===== src/rtl/link_model_pkg.sv =====
// Shared constants and helpers for the lossy link model.
//   ERR_MODE_DROP / ERR_MODE_FLAG : values for the ERR_MODE parameter.
//   limit_width()                 : register width needed to hold a limiter
//                                   count up to a given maximum (min 1 bit).
// The per-stage record depends on WIDTH, so it is declared as a packed
// struct inside lossy_link_model_v2 rather than here.
package link_model_pkg;

  localparam int ERR_MODE_DROP = 0;
  localparam int ERR_MODE_FLAG = 1;

  function automatic int limit_width(input int max_value);
    return (max_value < 2) ? 1 : $clog2(max_value + 1);
  endfunction

endpackage


===== src/rtl/link_delay_line.sv =====
// Fixed-latency shift pipeline with asynchronous active-low clear.
//   clk, rst_n : clock, async active-low clear of every stage
//   d          : word entering stage 0 every cycle
//   q          : word leaving the last stage (equals d when DELAY = 0)
// The line never stalls; every stage advances each cycle.
module link_delay_line #(
  parameter int WIDTH = 34,
  parameter int DELAY = 4
) (
  input  logic             clk,
  input  logic             rst_n,
  input  logic [WIDTH-1:0] d,
  output logic [WIDTH-1:0] q
);

  generate
    if (DELAY == 0) begin : g_bypass
      // Zero latency: a pure wire; the clock and clear are not needed.
      logic unused_clk;
      assign unused_clk = clk ^ rst_n;
      assign q = d;
    end else begin : g_pipe
      logic [WIDTH-1:0] stages [DELAY];

      always_ff @(posedge clk or negedge rst_n) begin
        if (!rst_n) begin
          for (int k = 0; k < DELAY; k++) stages[k] <= '0;
        end else begin
          stages[0] <= d;
          for (int k = 1; k < DELAY; k++) stages[k] <= stages[k-1];
        end
      end

      assign q = stages[DELAY-1];
    end
  endgenerate

endmodule


===== src/rtl/lossy_link_model_v2.sv =====
// Unidirectional, non-backpressuring lossy link model.
//   clk, rst_n      : clock, async active-low reset
//   in_valid        : sender beat valid
//   in_ready        : link accepts a beat this cycle
//   in_payload      : sender payload
//   in_error        : the beat accepted this cycle is corrupted (combinational)
//   err_req         : free input requesting corruption of this cycle's beat
//   stall_req       : free input requesting in_ready low this cycle
//   out_valid       : delivered beat valid (receiver must sink, no ready)
//   out_payload     : delivered payload
//   out_error       : delivered beat is corrupted (flag mode only)
//   cnt_accepted    : saturating count of accepted beats
//   cnt_errored     : saturating count of accepted errored beats
//
// Handshake: a beat transfers on any cycle where in_valid && in_ready are
// both high; in_ready does not depend on in_valid, and the sender may drop
// or change in_valid/in_payload freely. The output side has no ready: a beat
// is presented for exactly one cycle when out_valid is high.
module lossy_link_model_v2
  import link_model_pkg::*;
#(
  parameter int WIDTH         = 32,
  parameter int DELAY         = 4,
  parameter int LOSSY         = 1,
  parameter int ERR_MODE      = 0,
  parameter int MAX_ERR_BURST = 3,
  parameter int MAX_STALL     = 3,
  parameter int CNT_W         = 16
) (
  input  logic             clk,
  input  logic             rst_n,
  input  logic             in_valid,
  output logic             in_ready,
  input  logic [WIDTH-1:0] in_payload,
  output logic             in_error,
  input  logic             err_req,
  input  logic             stall_req,
  output logic             out_valid,
  output logic [WIDTH-1:0] out_payload,
  output logic             out_error,
  output logic [CNT_W-1:0] cnt_accepted,
  output logic [CNT_W-1:0] cnt_errored
);

  localparam int STALL_W = limit_width(MAX_STALL);
  localparam int BURST_W = limit_width(MAX_ERR_BURST);
  localparam logic [STALL_W-1:0] STALL_LIM = STALL_W'(MAX_STALL);
  localparam logic [BURST_W-1:0] BURST_LIM = BURST_W'(MAX_ERR_BURST);

  typedef struct packed {
    logic             valid;
    logic             error;
    logic [WIDTH-1:0] payload;
  } stage_t;

  logic [STALL_W-1:0] stall_run;
  logic [BURST_W-1:0] burst;
  logic               acc;
  stage_t             stage_in;
  stage_t             stage_out;

  // Limiters: once the stall run reaches its cap, ready is forced high even
  // if stall_req persists; once the errored-accept run reaches its cap,
  // corruption requests are ignored until a clean beat is accepted.
  always_comb begin
    in_ready = !stall_req || ((MAX_STALL != 0) && (stall_run == STALL_LIM));
    in_error = (LOSSY != 0) && in_ready && err_req &&
               ((MAX_ERR_BURST == 0) || (burst < BURST_LIM));
    acc      = in_valid && in_ready;
  end

  always_ff @(posedge clk or negedge rst_n) begin
    if (!rst_n) begin
      stall_run <= '0;
      burst     <= '0;
    end else begin
      // With an unbounded limit the run counters carry no meaning; pin them.
      if (MAX_STALL == 0)  stall_run <= '0;
      else if (in_ready)   stall_run <= '0;
      else                 stall_run <= stall_run + 1'b1;

      if (MAX_ERR_BURST == 0) burst <= '0;
      else if (acc)           burst <= in_error ? burst + 1'b1 : '0;
    end
  end

  always_ff @(posedge clk or negedge rst_n) begin
    if (!rst_n) begin
      cnt_accepted <= '0;
      cnt_errored  <= '0;
    end else begin
      if (acc && (cnt_accepted != '1))             cnt_accepted <= cnt_accepted + 1'b1;
      if (acc && in_error && (cnt_errored != '1))  cnt_errored  <= cnt_errored + 1'b1;
    end
  end

  // Stage 0 is loaded every cycle; non-accepted cycles become bubbles.
  assign stage_in = '{valid: acc, error: in_error && acc, payload: in_payload};

  link_delay_line #(
    .WIDTH ($bits(stage_t)),
    .DELAY (DELAY)
  ) u_delay (
    .clk   (clk),
    .rst_n (rst_n),
    .d     (stage_in),
    .q     (stage_out)
  );

  always_comb begin
    out_payload = stage_out.payload;
    if (ERR_MODE == ERR_MODE_FLAG) begin
      out_valid = stage_out.valid;
      out_error = stage_out.valid && stage_out.error;
    end else begin
      out_valid = stage_out.valid && !stage_out.error;
      out_error = 1'b0;
    end
  end

  a_err_burst: assert property (@(posedge clk) disable iff (!rst_n)
    (MAX_ERR_BURST == 0) || ((burst <= BURST_LIM) && !(acc && in_error && burst >= BURST_LIM)));

  a_stall_run: assert property (@(posedge clk) disable iff (!rst_n)
    (MAX_STALL == 0) || in_ready || (stall_run < STALL_LIM));

  a_err_valid: assert property (@(posedge clk) disable iff (!rst_n)
    !out_error || out_valid);

endmodule

===== config.mk =====
export PLATFORM = sky130hd
export DESIGN_NAME = lossy_link_model_v2
export DESIGN_NICKNAME = d
export VERILOG_FILES = /design/src/rtl/link_model_pkg.sv /design/src/rtl/link_delay_line.sv /design/src/rtl/lossy_link_model_v2.sv
export SDC_FILE = /design/constraint.sdc
export NUM_CORES = 1
export LEC_CHECK = 0
export CAP_MARGIN = 20
export CORE_MARGIN = 4
export CORE_UTILIZATION = 53
export CTS_BUF_LIST = sky130_fd_sc_hd__clkbuf_4
export CTS_CLUSTER_SIZE = 28
export DETAILED_ROUTE_END_ITERATION = 8
export PLACE_DENSITY = 0.81
export SYNTH_ARGS = -nofsm -noshare
export SYNTH_HDL_FRONTEND = slang
export SYNTH_SLANG_ARGS = --single-unit

===== constraint.sdc =====
create_clock -name clk -period 2.15 [get_ports clk]
set_input_delay 0.43 -clock clk [delete_from_list [all_inputs] [get_ports clk]]
set_output_delay 0.43 -clock clk [all_outputs]
set_load 0.1 [all_outputs]

==> out/results.ini <==
[setup_path]
cp-end-kind=output port
cp_max_fo=2
crit_arrival_ps=1680
cp-start-kind=flop
critPathRequiredTime_ps=1720
cpMostUsedCell=buf_12
slowest_delay_ps=380
ff2ff_path_depth=8
cpMaxStageDelayCell=dfrtp_1
cp_cell_sequence=ha_2, nor2b_4, buf_12, buf_6, nor2_4, buf_12
path_class=flop to output port

[floorplan]
die_x_um=109.5
initial_core_util=0.5506
dieHeight_um=109.5
ios=105
dieArea_sq_mm=0.01198
core_area_sq_mm=0.009910
num_rows=36

[logic_synthesis]
yosysTopAreaCell=dfrtp_1
yosys_warnings=0
synth_flop_cell=dfrtp_1
avgSynthCellArea_sq_um=16.19
ys_seq_elements=172
synth_edf_count=0
synth_top_cell_area_share=0.7888
synth_cells=337
synthTopCellsByArea=dfrtp_1, buf_4, xor2_1, nand4_1, ha_1
ys_types=37
synthArstFlopShare=1.000
syn_area_sq_mm=0.005456
ys_seq_area_frac=0.7888
synth_nets=378

[hold_path]
min_path_type=input pin to flop
holdPathStages=1

[job]
drv_cap=0

[cells_and_area]
drive_above_1_share=0.3473
nFillCells=688
seqCellArea_sq_mm=0.004345
area_growth_pct=24.56
n_antenna_cell=0
design_area_sq_mm=0.006797
multi_input_area_sq_um=917.1
nets=483

[detailed_routing]
drc_errors=0
vias=2878
viasPerCell=4.895
routedWlPerCell_um=15.25
first_iter_violations=165
routed_wl_mm=8.967
final_antenna_net_count=0
drt_pass1_iterations=4

[clock_network]
htreeDepth=4
cts.sinks=172
cts_buffers=17
cts-root-buf=clkbuf_4
cts_max_path_buffers=2
cts_tree=done
clk_latency_ps=520
path_clk_slew_ps=130

[grt]
grt_busiest_layer=met2
grtUsageMet1=0.2104
globalRouteMet3Util=0.05578
first_global_vias=2865
grt_use_met2=0.2598
grt_antenna_before_repair=0
overflow=0
grt_pass1_wl_mm=14.35
grt.total_usage=0.1624
grt_max_degree=64

[sta]
hold_violations=0
fmax_mhz=473.3
fin_crit_sh=0.9827
rsz0062_at_grt=true
setup_viol=0
relSlewSlack=0.6547
worst_slew_pin_slew_ps=513.6
setup_ws_ps=37.18
slew_viol_final=0
fin_crit_ps=2113
clock-skew-final_ps=14.10

[power_and_ir_drop]
power.density_mw_per_mm2=1071
ir_drop_mv=1.119
p_leak_nw=3.129

[outcome]
outcome=complete, no violations

[place]
dp_worst_setup_slack_ps=-133.0
hpwlAfterDp_mm=6.226
dpl-instance-area_sq_mm=0.006425
gp_congestion=0.7996
io_buffers=103

-- worst max-delay path: cells and delay by family (launching register included) --
| kind | cells | cell delay [ps] |
|---|---|---|
| adders and majority gates | 1 | 200 |
| buffers and inverters | 3 | 410 |
| DFF | 1 | 380 |
| and+or+nand+nor | 2 | 170 |
-- metrics by stage --
stage               cells    util  power, mW  TNS (ps)  hold slack, ps
floorplan             337       -      5.065         0           134.4
global placement      550  0.6484      5.493    -259.4           331.0
detailed placement    550  0.6484      5.533    -777.9           334.7
CTS                   588  0.6845      7.368   -0.3114           274.0
global route          588  0.6859      7.587    -126.1           258.3
finish                588  0.6859      7.282         0           326.2
-- cells by family (layout without fill, tap and decap cells) --
logic type,after synthesis,count (layout),share of synthesized area
simple gates,77,77,0.08530
buf+inv,40,158,0.05068
mux,5,5,0.01009
xor+xnor,24,24,0.03852
flops,172,172,0.7888
other cells,1,1,0.0006873
fa+ha+maj,4,4,0.009173
compound gates,14,14,0.01674
-- cells in the final DEF (no fill, tap or decap), types with 7 or more instances in the layout --
cell type / netlist / layout
nand4_1: 11 / 11
dfrtp_1: 172 / 147
nor3_1: 9 / 9
nand2_1: 13 / 13
buf_4: 33 / 79
clkbuf_4: 0 / 17
clkdlybuf4s50_1: 0 / 35
nor2_1: 8 / 7
xor2_1: 20 / 20
dfrtp_2: 0 / 21
nand3_1: 8 / 8
-- cells in the mapped netlist (4+ instances only) --
cell and count:
nand3_1 8, and4_1 5, inv_1 4, nand4_1 11, dfrtp_1 172, mux2_2 4, ha_1 4, buf_4 33
xor2_1 20, nor4_1 4, nor3_1 9, nor2_1 8, xnor2_1 4, nand2_1 13
-- sequential cells by signal, summed over array words and instances (netlist names) --
name,count
u_delay.g_pipe.stages,102
u_delay.q,34
cnt_accepted,16
cnt_errored,16
burst,2
stall_run,2
-- final cells by class --
type	count	area share
multi-input cells	125	0.1349
flip-flops and latches	172	0.6394
inverters	5	0.003314
clock buffers	17	0.01878
well taps	133	0.02448
clock inverters	15	0.02375
repair buffers	121	0.1554
-- power breakdown --
part | switching (mW) | total [mW] | internal [mW]
sequential | 0.209 | 3.73 | 3.52
clock | 1.09 | 1.80 | 0.709
combinational | 1.34 | 1.75 | 0.409
-- routing by layer --
layer	vias to the layer above	part of all wire
met5	-	0
met4	0	0.014
met3	10	0.060
met2	92	0.51
met1	1455	0.42
li1	1321	-
-- what timing repair did --
action                                  CTS  global route
endpoints found under the hold margin    45             0
buffers inserted                          7             0
hold buffers                              1             0
resized for setup                         5             2
pin swaps                                 3             1
endpoints found under the setup margin    2             3
-- final timing paths --
check	start	to	slack, ps
max in group asynchronous	rst_n	u_delay.g_pipe.stages[77]	1040
min in group asynchronous	rst_n	u_delay.g_pipe.stages[41]	400
worst min-delay path	in_payload[8]	u_delay.g_pipe.stages[110]	330
worst max register to register	stall_run[0]	cnt_accepted[14]	90
worst max-delay path	stall_run[0]	in_error	40
worst min register to register	u_delay.g_pipe.stages[102]	u_delay.g_pipe.stages[68]	350
Power figures use the tool's default switching activity.
